==> src/rtl/ysyx_22050039_mem_stage_pkg.sv <==
// Shared constants for the ysyx_22050039 load/store unit: access sizes,
// FSM encoding and the byte-enable width of the data-memory port.
package ysyx_22050039_mem_stage_pkg;

  localparam int MEM_MASK_W = 8;

  localparam logic [1:0] SZ_B = 2'd0;
  localparam logic [1:0] SZ_H = 2'd1;
  localparam logic [1:0] SZ_W = 2'd2;
  localparam logic [1:0] SZ_D = 2'd3;
  localparam int F3_UNS_BIT   = 2;

  typedef enum logic [1:0] {
    S_IDLE = 2'd0,
    S_REQ  = 2'd1,
    S_WAIT = 2'd2,
    S_DONE = 2'd3
  } lsu_state_e;

  function automatic logic [MEM_MASK_W-1:0] size_mask(input logic [1:0] sz);
    case (sz)
      SZ_B:    size_mask = 8'h01;
      SZ_H:    size_mask = 8'h03;
      SZ_W:    size_mask = 8'h0F;
      default: size_mask = 8'hFF;
    endcase
  endfunction

endpackage

==> src/rtl/ysyx_22050039_mem_stage_lsu_align.sv <==
// Combinational lane logic: legality/alignment check, store byte-lane shift
// and load extract with sign/zero extension.
module ysyx_22050039_lsu_align
  import ysyx_22050039_mem_stage_pkg::*;
#(
  parameter int XLEN = 64
) (
  input  logic                  store_i,
  input  logic [2:0]            funct3_i,
  input  logic [2:0]            off_i,
  input  logic [XLEN-1:0]       wdata_i,
  input  logic [XLEN-1:0]       rdata_i,
  output logic                  err_o,
  output logic [MEM_MASK_W-1:0] wmask_o,
  output logic [XLEN-1:0]       wdata_o,
  output logic [XLEN-1:0]       rdata_o
);

  logic [1:0]      sz;
  logic            uns, illegal, misalign, ext;
  logic [5:0]      sh;
  logic [XLEN-1:0] lane;

  assign sz  = funct3_i[1:0];
  assign uns = funct3_i[F3_UNS_BIT];
  assign sh  = {off_i, 3'b000};

  // 111 is never a load/store; stores have no unsigned variants.
  assign illegal = (funct3_i == 3'b111) | (store_i & funct3_i[F3_UNS_BIT]);

  always_comb begin
    case (sz)
      SZ_H:    misalign = off_i[0];
      SZ_W:    misalign = |off_i[1:0];
      SZ_D:    misalign = |off_i;
      default: misalign = 1'b0;
    endcase
  end

  assign err_o   = illegal | misalign;
  assign wmask_o = size_mask(sz) << off_i;
  assign wdata_o = wdata_i << sh;
  assign lane    = rdata_i >> sh;

  always_comb begin
    ext     = 1'b0;
    rdata_o = lane;
    case (sz)
      SZ_B: begin
        ext     = ~uns & lane[7];
        rdata_o = {{(XLEN-8){ext}}, lane[7:0]};
      end
      SZ_H: begin
        ext     = ~uns & lane[15];
        rdata_o = {{(XLEN-16){ext}}, lane[15:0]};
      end
      SZ_W: begin
        ext     = ~uns & lane[31];
        rdata_o = {{(XLEN-32){ext}}, lane[31:0]};
      end
      default: rdata_o = lane;
    endcase
  end

endmodule

==> src/rtl/ysyx_22050039_mem_stage.sv <==
// Load/store unit: latches one EXU request, runs a valid/ready transaction
// on the data-memory port and returns one resp_valid pulse with result/error.
module ysyx_22050039_mem_stage
  import ysyx_22050039_mem_stage_pkg::*;
#(
  parameter int XLEN = 64
) (
  input  logic                  clk,
  input  logic                  rst,
  input  logic                  req_valid,
  output logic                  req_ready,
  input  logic                  req_store,
  input  logic [2:0]            req_funct3,
  input  logic [XLEN-1:0]       req_addr,
  input  logic [XLEN-1:0]       req_wdata,
  output logic                  resp_valid,
  output logic [XLEN-1:0]       resp_rdata,
  output logic                  resp_err,
  output logic                  mem_req_valid,
  input  logic                  mem_req_ready,
  output logic [XLEN-1:0]       mem_addr,
  output logic                  mem_wen,
  output logic [XLEN-1:0]       mem_wdata,
  output logic [MEM_MASK_W-1:0] mem_wmask,
  input  logic                  mem_resp_valid,
  input  logic [XLEN-1:0]       mem_rdata
);

  if (XLEN != 64) begin : g_xlen_chk
    $error("ysyx_22050039_mem_stage supports XLEN=64 only");
  end

  lsu_state_e      state_q, state_d;
  logic            store_q, err_q;
  logic [2:0]      funct3_q;
  logic [XLEN-1:0] addr_q, wdata_q, rdata_q;

  logic                  idle, in_req, accept;
  logic                  sel_store;
  logic [2:0]            sel_funct3, sel_off;
  logic [XLEN-1:0]       sel_wdata;
  logic                  al_err;
  logic [MEM_MASK_W-1:0] al_wmask;
  logic [XLEN-1:0]       al_wdata, al_rdata;

  assign idle   = (state_q == S_IDLE);
  assign in_req = (state_q == S_REQ);
  assign accept = idle & req_valid;

  // In IDLE the align unit checks the incoming request; afterwards it works
  // from the latched copy so the memory-side fields stay stable.
  assign sel_store  = idle ? req_store     : store_q;
  assign sel_funct3 = idle ? req_funct3    : funct3_q;
  assign sel_off    = idle ? req_addr[2:0] : addr_q[2:0];
  assign sel_wdata  = idle ? req_wdata     : wdata_q;

  ysyx_22050039_lsu_align #(.XLEN(XLEN)) u_align (
    .store_i  (sel_store),
    .funct3_i (sel_funct3),
    .off_i    (sel_off),
    .wdata_i  (sel_wdata),
    .rdata_i  (mem_rdata),
    .err_o    (al_err),
    .wmask_o  (al_wmask),
    .wdata_o  (al_wdata),
    .rdata_o  (al_rdata)
  );

  always_comb begin
    state_d = state_q;
    case (state_q)
      S_IDLE: if (req_valid)      state_d = al_err ? S_DONE : S_REQ;
      S_REQ:  if (mem_req_ready)  state_d = S_WAIT;
      S_WAIT: if (mem_resp_valid) state_d = S_DONE;
      default:                    state_d = S_IDLE;
    endcase
  end

  always_ff @(posedge clk or negedge rst) begin
    if (!rst) begin
      state_q  <= S_IDLE;
      store_q  <= 1'b0;
      err_q    <= 1'b0;
      funct3_q <= '0;
      addr_q   <= '0;
      wdata_q  <= '0;
      rdata_q  <= '0;
    end else begin
      state_q <= state_d;
      if (accept) begin
        store_q  <= req_store;
        funct3_q <= req_funct3;
        addr_q   <= req_addr;
        wdata_q  <= req_wdata;
        err_q    <= al_err;
        rdata_q  <= '0;
      end else if ((state_q == S_WAIT) && mem_resp_valid && !store_q) begin
        rdata_q <= al_rdata;
      end
    end
  end

  assign req_ready     = idle;
  assign resp_valid    = (state_q == S_DONE);
  assign resp_err      = resp_valid & err_q;
  assign resp_rdata    = rdata_q;
  assign mem_req_valid = in_req;
  assign mem_addr      = in_req ? {addr_q[XLEN-1:3], 3'b000} : '0;
  assign mem_wen       = in_req & store_q;
  assign mem_wdata     = in_req ? al_wdata : '0;
  assign mem_wmask     = in_req ? al_wmask : '0;

endmodule

==> config.mk <==
export PLATFORM = sky130hd
export DESIGN_NAME = ysyx_22050039_mem_stage
export DESIGN_NICKNAME = d
export VERILOG_FILES = /design/src/rtl/ysyx_22050039_mem_stage_pkg.sv /design/src/rtl/ysyx_22050039_mem_stage_lsu_align.sv /design/src/rtl/ysyx_22050039_mem_stage.sv
export SDC_FILE = /design/constraint.sdc
export NUM_CORES = 1
export LEC_CHECK = 0
export CAP_MARGIN = 20
export CORE_AREA = 3 3 182 166
export CTS_CLUSTER_DIAMETER = 100
export CTS_CLUSTER_SIZE = 28
export DETAILED_ROUTE_END_ITERATION = 10
export DIE_AREA = 0 0 185 169
export GPL_TIMING_DRIVEN = 0
export PLACE_DENSITY = 0.83
export SLEW_MARGIN = 10
export SYNTH_ARGS = -nofsm -noshare
export SYNTH_HDL_FRONTEND = slang
export SYNTH_SLANG_ARGS = --single-unit
export TNS_END_PERCENT = 10
==> constraint.sdc <==
create_clock -name clk -period 3.1 [get_ports clk]
set_input_delay 0.62 -clock clk [delete_from_list [all_inputs] [get_ports clk]]
set_output_delay 0.62 -clock clk [all_outputs]
set_load 0.005 [all_outputs]
==> implementation parameters, run 1 <==
Parameter                              Value

Clock tree
  Clock tree from TritonCTS    done
  # H-tree levels    4
  Clk_lat worst skew    between 0.4 and 0.5 ns
  Number of sinks handled by clock tree synthesis    slightly below 200
  TritonCTS buffer count    17
  Clock transition at the registers of the reported paths    about 0.090 ns
  Master cell of the clock root buffer    sky130_fd_sc_hd__clkbuf_16
  Clock tree buffer depth    2

Power and ir drop
  Share of total power in sequential cells    about a fifth
  Worst voltage drop across the vdd grid    0.648 mV
  Standby leakage power    ~9.2 nW
  Power Internal    12.7 mW
  Sw Pwr    approximately 12 mW
  Cell area power density    around 1200 nW/um^2
  Switching Share    a little under 50%
  Fraction of power consumed by combinational cells    between 70% and 80%
  Share of power burned in the clock network    roughly a tenth

Route
  Number of DRC markers after the initial detailed-route iteration    ~1900
  Number of detailed-routing iterations run before antenna repair    6
  WL final    63600 um
  Wire length the detailed router placed on met1    ~24000 um
  Via/cell ratio    approximately 6.3
  Detailed-routed wire length on met2    ~28000 um
  DR DRC count    0
  Highest routing layer actually used    met4
  Via count    roughly 15000
  Met3 routed WL    about 7300 um
  Number of nets still failing antenna checks after routing    0
  Average detailed-routed wire length per instance    approximately 26 um

Die
  Area enclosed by the die boundary    between 30000 and 40000 um^2
  Standard-cell rows    slightly below 60
  CORE AREA    around 29000 um^2
  Chip Height    between 150 and 200 um
  I/O pin count    a little over 400
  Die X-Extent    185 um
  Starting density of the core    roughly 44%

Final layout
  Number of fill cells in the layout    about 2100
  Utilization of the core after routing    slightly above 70%
  Area delta synth->final    62.5%
  Final Net Count    approximately 2300
  Most common cell after layout, fill and taps aside    sky130_fd_sc_hd__nand2_1
  Leading cell types in the layout, fill and taps excluded    sky130_fd_sc_hd__nand2_1, sky130_fd_sc_hd__clkdlybuf4s50_1, sky130_fd_sc_hd__dfrtp_1
  Fraction of final layout cells sized beyond drive strength 1    between 20% and 30%
  Final Instance Count excl. Fillers    2445

GRT
  Largest net degree at the start of global routing    between 70 and 80
  Via count of the first global-routing pass    14900
  Aggregate global routing overflow    0
  Total track usage    approximately two fifths
  Number of antenna violations at the first check in global routing    1
  Global-route wire length before repair    about 91000 um

STA
  Max_slew headroom    between 30% and 40%
  Final number of hold-violating endpoints    0
  Ratio of final minimum period to clock period    110%
  Final slew viol count    0
  Final setup violation count    ~160
  Crit path setup slack, layout    -0.307 ns
  Setup repair after global routing missed its margin    yes
  Sum Neg Setup Slack    -14.97 ns
  Max Fclk    294 MHz
  Transition time at the pin with the least slew margin    between 0.9 and 1 ns
  Worst clock skew on the final layout    about 0.024 ns
  Min cycle time layout    3.41 ns

Critical path
  Data required time of the worst path    2.48 ns
  Worst Path Arrival    about 2.8 ns
  Start-to-end type of the worst setup path    flop to primary output
  Number of cells on the worst reg-to-reg path    10
  Nature of the critical path startpoint    flop
  Sort of element at the end of the critical path    primary output
  Highest fanout seen on the critical path    8

Placed design
  Post-placement cell count    between 2000 and 2500
  Global placer's final weighted congestion    approximately 1.1
  HPWL Detailed    45600 um
  Quantity of I/O buffers inserted on ports    roughly 400

Yosys
  Dominant cell type by area after synthesis    sky130_fd_sc_hd__dfrtp_1
  Number of synthesized flops with an enable pin    0
  Post-synth top area share    39.2%
  Flip-flop and latch count after synthesis    between 150 and 200
  Cells after Synth    about 1600
  Post-synth top flop    sky130_fd_sc_hd__dfrtp_1
  Register area share after synthesis    39.2%
  Unique masters post-synth    47
  Cell types occupying the most area after synthesis    sky130_fd_sc_hd__dfrtp_1, sky130_fd_sc_hd__nand2_1, sky130_fd_sc_hd__mux2i_1, sky130_fd_sc_hd__a211oi_1, sky130_fd_sc_hd__a21oi_1
  Area of the mapped netlist    around 13000 um^2
  Warnings from Yosys    0
  Async set-reset flop share out of synthesis    100%
  Mean instance size in the synthesized netlist    approximately 8.2 um^2

Run status
  Run status    finished, violations left
  Failing checks    negative setup slack

Hold path
  Worst min-delay path category    input pin to async pin

Job
  Number of max-capacitance violations reported    0
## through the flow
| stage | hold slack, ns | cell area [um^2] | setup WS (ns) | total power, mW |
|---|---|---|---|---|
| global route | 0.116 | 20700 | -0.291 | 25.7 |
| detailed placement | 0.455 | 17300 | -1.58 | 16.5 |
| CTS | 0.103 | 20200 | -0.241 | 23.1 |
| floorplan | 0.324 | 12700 | 0.156 | 11.2 |
| finish | 0.0773 | 20700 | -0.307 | 24.8 |
| global placement | 0.451 | 17200 | -6.95 | 16.4 |
## Yosys cell counts (8+ instances only)
| cell | n |
|---|---|
| sky130_fd_sc_hd__nand2_1 | 476 |
| sky130_fd_sc_hd__dfrtp_1 | 199 |
| sky130_fd_sc_hd__mux2i_1 | 129 |
| sky130_fd_sc_hd__a211oi_1 | 113 |
| sky130_fd_sc_hd__nor2_1 | 95 |
| sky130_fd_sc_hd__clkbuf_1 | 90 |
| sky130_fd_sc_hd__a21oi_1 | 88 |
| sky130_fd_sc_hd__and2_1 | 66 |
| sky130_fd_sc_hd__nor2b_1 | 49 |
| sky130_fd_sc_hd__o21ai_0 | 45 |
| sky130_fd_sc_hd__a221o_1 | 32 |
| sky130_fd_sc_hd__mux2_2 | 23 |
| sky130_fd_sc_hd__buf_2 | 17 |
| sky130_fd_sc_hd__buf_1 | 16 |
| sky130_fd_sc_hd__o22a_1 | 16 |
| sky130_fd_sc_hd__a31oi_1 | 9 |
| sky130_fd_sc_hd__nor3_1 | 9 |
| sky130_fd_sc_hd__a32o_1 | 8 |
| sky130_fd_sc_hd__inv_1 | 8 |
## worst max-delay path, cell delays in order (launching register included)
cell and delay, ns:
sky130_fd_sc_hd__dfrtp_1 0.38, sky130_fd_sc_hd__inv_2 0.06, sky130_fd_sc_hd__ha_4 0.18, sky130_fd_sc_hd__buf_12 0.14, sky130_fd_sc_hd__buf_12 0.15, sky130_fd_sc_hd__clkbuf_16 0.18, sky130_fd_sc_hd__buf_12 0.13, sky130_fd_sc_hd__buf_16 0.13
sky130_fd_sc_hd__a211oi_2 0.29, sky130_fd_sc_hd__a211oi_4 0.10, sky130_fd_sc_hd__a211oi_2 0.34, sky130_fd_sc_hd__a211oi_2 0.08, sky130_fd_sc_hd__buf_2 0.15
## cell type report
cell class                 count  area (um^2)  share of cell area, %
multi-input combinational   1217         8660                   41.9
sequential                   199         4980                   24.1
timing repair buffer         489         4680                   22.6
buffer                       132         1200                   5.83
tap                          366          458                   2.22
clock buffer                  17          425                   2.06
clock inverter                15          216                   1.05
inverter                       9         35.0                  0.170
antenna                        1         2.50                 0.0121
## registers in the layout (all words and copies together), names as in the netlist
| register | cells |
|---|---|
| err_q | 1 |
| wdata_q | 64 |
| addr_q | 64 |
| state_q | 2 |
| resp_rdata | 64 |
| funct3_q | 3 |
| store_q | 1 |
## metal layers
metal	GRT usage [%]	up-vias
met4	20.5	0
met1	49.1	7285
li1	-	6379
met2	59.6	1322
met5	0	-
met3	10.6	324
## path summary, 6_finish.rpt
path	startpoint	to	slack, ns
max	state_q[0]	mem_wdata[56]	-0.31
min in group clk	addr_q[15]	addr_q[15]	0.47
min reg2reg	addr_q[15]	addr_q[15]	0.47
min	rst	wdata_q[21]	0.08
max in group asynchronous	rst	resp_rdata[0]	1.92
max reg2reg	state_q[0]	wdata_q[5]	-0.15
## repair_timing
action | 4_1_cts | 5_1_grt
setup endpoints to repair | 172 | 214
pin swaps | 53 | 29
hold endpoints to repair | 0 | 0
resized for setup | 607 | 130
gates cloned | 8 | 1
hold buffers | 0 | 0
setup buffers | 56 | 22
## power by group through the flow
stage | Sequential [mW] | Clock [mW] | Combinational, mW
6_report | 4.61 | 2.50 | 17.7
5_1_grt | 4.71 | 2.59 | 18.4
4_1_cts | 4.54 | 2.50 | 16.1
3_5_place_dp | 4.53 | 0 | 12.0
3_3_place_gp | 4.51 | 0 | 11.8
2_1_floorplan | 4.26 | 0 | 6.92
## cells by family (layout without fill, tap and decap cells)
| kind of cell | after synthesis | after routing | synth area share [%] |
|---|---|---|---|
| and+or+nand+nor | 714 | 715 | 23.9 |
| AOI/OAI and AO/OA | 336 | 336 | 18.3 |
| other | 1 | 4 | 0.0295 |
| DFF | 199 | 199 | 39.2 |
| adders and majority gates | 4 | 4 | 0.394 |
| buffers and inverters | 144 | 662 | 4.93 |
| muxes | 159 | 159 | 13.3 |
Note: power is estimated with default switching activity, not from simulation.
==> run 2: changes to the inputs <==
--- a/config.mk
+++ b/config.mk
@@ -6,12 +6,13 @@
 export NUM_CORES = 1
 export LEC_CHECK = 0
 export CAP_MARGIN = 20
-export CORE_AREA = 3 3 182 166
+export CORE_AREA = 2 2 181 165
 export CTS_CLUSTER_DIAMETER = 100
 export CTS_CLUSTER_SIZE = 28
 export DETAILED_ROUTE_END_ITERATION = 10
-export DIE_AREA = 0 0 185 169
+export DIE_AREA = 0 0 183 167
 export GPL_TIMING_DRIVEN = 0
+export HOLD_SLACK_MARGIN = 0.03
 export PLACE_DENSITY = 0.83
 export SLEW_MARGIN = 10
 export SYNTH_ARGS = -nofsm -noshare
==> constraint.sdc (replaced) <==
create_clock -name clk -period 3.1 [get_ports clk]
set_input_delay 0.465 -clock clk [delete_from_list [all_inputs] [get_ports clk]]
set_output_delay 0.465 -clock clk [all_outputs]
set_load 0.005 [all_outputs]
==> run 2 against run 1 <==
Effect of this change: the flow still finishes with violations (negative setup slack); sequential share of layout area grew 1.0 points; sequential power is essentially flat; combinational power fell by 9.6%; clock skew grew 0.0031 ns; register-to-register slack better by 0.02 ns; maximum frequency rose by 3.8%; global-route usage grew 0.76 points; critical path depth is 1 lower; total power is 7.4% lower; first-iteration DRC count rose by 0.81%; utilization shrank 2.9 points; worst hold slack got worse by 0.031 ns.
==> implementation parameters, run 2 (synthesized netlist as in run 1, its figures left out) <==
Parameter                              Value

Run status
  Run status    finished, violations left
  Failing checks    negative setup slack

Placed design
  Global placer's final weighted congestion    1.02 (-3.3%)
  Quantity of I/O buffers inserted on ports    401 (unchanged)
  HPWL Detailed    45700 um (about the same)
  Post-placement cell count    2327 (-0.043%)

STA
  Max_slew headroom    36.1% (-3.0 points)
  Final hold slack    0.0467 ns (-0.0305 ns)
  Final number of hold-violating endpoints    0 (unchanged)
  Transition time at the pin with the least slew margin    0.959 ns (+0.0450 ns)
  Final setup violation count    108 (-33%)
  Worst clock skew on the final layout    0.0270 ns (+0.00309 ns)
  Crit path setup slack, layout    -0.182 ns (+0.125 ns)
  Setup repair after global routing missed its margin    yes
  Final slew viol count    0 (unchanged)
  Min cycle time layout    3.28 ns (-0.125 ns)
  Ratio of final minimum period to clock period    106% (-4.0 points)
  Max Fclk    305 MHz (+3.8%)

Final layout
  Final Instance Count excl. Fillers    2406 (-1.6%)
  Fraction of final layout cells sized beyond drive strength 1    18.6% (-5.2 points)
  Final Net Count    2228 (-1.9%)
  Leading cell types in the layout, fill and taps excluded    sky130_fd_sc_hd__nand2_1, sky130_fd_sc_hd__clkdlybuf4s50_1, sky130_fd_sc_hd__dfrtp_1
  Utilization of the core after routing    69.2% (-2.9 points)
  Number of fill cells in the layout    2308 (+8.6%)
  Area delta synth->final    55.9%
  Most common cell after layout, fill and taps aside    sky130_fd_sc_hd__nand2_1

Die
  Chip Height    167 um (-1.2%)
  CORE AREA    28600 um^2 (unchanged)
  I/O pin count    406 (unchanged)
  Standard-cell rows    59 (unchanged)
  Area enclosed by the die boundary    30600 um^2 (-2.3%)
  Die X-Extent    183 um (-1.1%)
  Starting density of the core    44.4% (unchanged)

Clock tree
  Clock tree buffer depth    2 (unchanged)
  Master cell of the clock root buffer    sky130_fd_sc_hd__clkbuf_16
  Clk_lat worst skew    0.47 ns (about the same)
  TritonCTS buffer count    17 (unchanged)
  Clock tree from TritonCTS    done
  Number of buffers inserted for hold repair after clock tree synthesis    0 (unchanged)
  # H-tree levels    4 (unchanged)
  Number of sinks handled by clock tree synthesis    199 (unchanged)
  Clock transition at the registers of the reported paths    0.09 ns (about the same)

Power and ir drop
  Switching Share    48.9% (+0.14 points)
  Power Internal    11.8 mW (-7.6%)
  Cell area power density    1160 nW/um^2 (-3.5%)
  Share of total power in sequential cells    19.9% (+1.3 points)
  Share of power burned in the clock network    10.6% (+0.5 points)
  Total power after layout    23.0 mW (-7.4%)
  Sw Pwr    11.2 mW (-7.1%)
  Standby leakage power    9.01 nW (-2.2%)
  Worst voltage drop across the vdd grid    0.504 mV (-22%)
  Fraction of power consumed by combinational cells    69.5% (-1.9 points)

GRT
  Via count of the first global-routing pass    14300 (-4.1%)
  Total track usage    39.2% (+0.76 points)
  Aggregate global routing overflow    0 (unchanged)
  Global-route wire length before repair    89800 um (-1.5%)
  Number of antenna violations at the first check in global routing    6 (+5)
  Largest net degree at the start of global routing    103 (+41%)

Critical path
  Sort of element at the end of the critical path    primary output
  Number of cells on the worst reg-to-reg path    11 (+1)
  Cell Chain, Critical Path    inv_2, ha_4, buf_12, buf_12, clkbuf_16, buf_6, a211oi_1, a211oi_2, a211oi_2, a211oi_2, dlygate4sd2_1
  Most repeated library cell on the critical path    sky130_fd_sc_hd__a211oi_2
  Worst Path Arrival    2.82 ns (+0.03 ns)
  Worst reg-to-reg setup slack    -0.13 ns (+0.02 ns)
  Start-to-end type of the worst setup path    flop to primary output
  Data required time of the worst path    2.63 ns (+0.15 ns)
  Slowest stage delay, CP    0.39 ns (about the same)
  R2R Path Start    state_q[1]
  Highest-delay cell along the critical path    sky130_fd_sc_hd__dfrtp_1
  Worst R2R End    wdata_q[42]
  Highest fanout seen on the critical path    10 (+2)
  Family with the most delay on the worst path    buffers and inverters
  Nature of the critical path startpoint    flop
  Crit path buffers/inverters    6 (-1)

Route
  Number of DRC markers after the initial detailed-route iteration    1873 (+0.81%)
  Average detailed-routed wire length per instance    25.6 um (-1.5%)
  DR DRC count    0 (unchanged)
  Via/cell ratio    6.13 (-2.1%)
  Number of nets still failing antenna checks after routing    0 (unchanged)
  Via count    14700 (-3.7%)
  WL final    61600 um (-3.1%)
  Number of detailed-routing iterations run before antenna repair    6 (unchanged)

Hold path
  Worst min-delay path category    input pin to async pin

Job
  Number of max-capacitance violations reported    0 (unchanged)
==> run 2: worst max-delay path by stage <==
| stage | from | to | cells after the start | slack, ns |
|---|---|---|---|---|
| 4_1_cts | state_q[1] | mem_wdata[5] | 10 | -0.18 |
| 6_report | state_q[1] | mem_wdata[54] | 11 | -0.18 |
| 5_1_grt | state_q[1] | wdata_q[41] | 11 | -0.27 |
| 3_3_place_gp | rst | addr_q[19] | 1 | -6.98 |
| 3_5_place_dp | req_addr[1] | mem_wdata[63] | 8 | -1.46 |
| 2_1_floorplan | state_q[0] | mem_wdata[48] | 8 | 0.31 |
==> run 2: layout make-up <==
class,count,area (um^2),share of cell area (%)
clock inverters,14,178,0.896
multi-input cells,1217,8240,41.5
flip-flops and latches,199,4980,25.1
plain buffers,133,1120,5.64
repair buffers,446,4380,22.1
diodes,4,10.0,0.0505
clock buffers,18,439,2.21
inverters,9,35.0,0.177
well taps,366,458,2.31
==> run 2: routing by layer <==
layer  GRT usage [%]  share of wire (%)  vias up
li1                -                  -     6312
met1            51.0                 38     7139
met2            60.4                 44     1088
met5               0              0.042        -
met3            10.5                 12      205
met4            19.7                5.6        4
==> run 2: power by group through the flow <==
stage	Clock, mW	Combinational (mW)	Sequential (mW)
floorplan	0	6.92	4.26
global placement	0	11.9	4.51
detailed placement	0	12.0	4.53
CTS	2.44	14.9	4.53
global route	2.53	16.7	4.68
finish	2.44	16.0	4.58
==> run 2: what timing repair did <==
action,CTS,global route
pin swaps,31,11
setup buffers,26,13
setup endpoints to repair,171,149
gates cloned,3,3
gates resized for setup,467,60
==> run 2: metrics by stage <==
stage	cell area (um^2)	worst slack, ns	setup TNS (ns)
after floorplan	12700	0.311	0
after global placement	17200	-6.98	-1461.12
after detailed placement	17200	-1.46	-85.78
after CTS	19500	-0.177	-3.69
after global routing	19800	-0.267	-20.13
final	19800	-0.182	-6.72
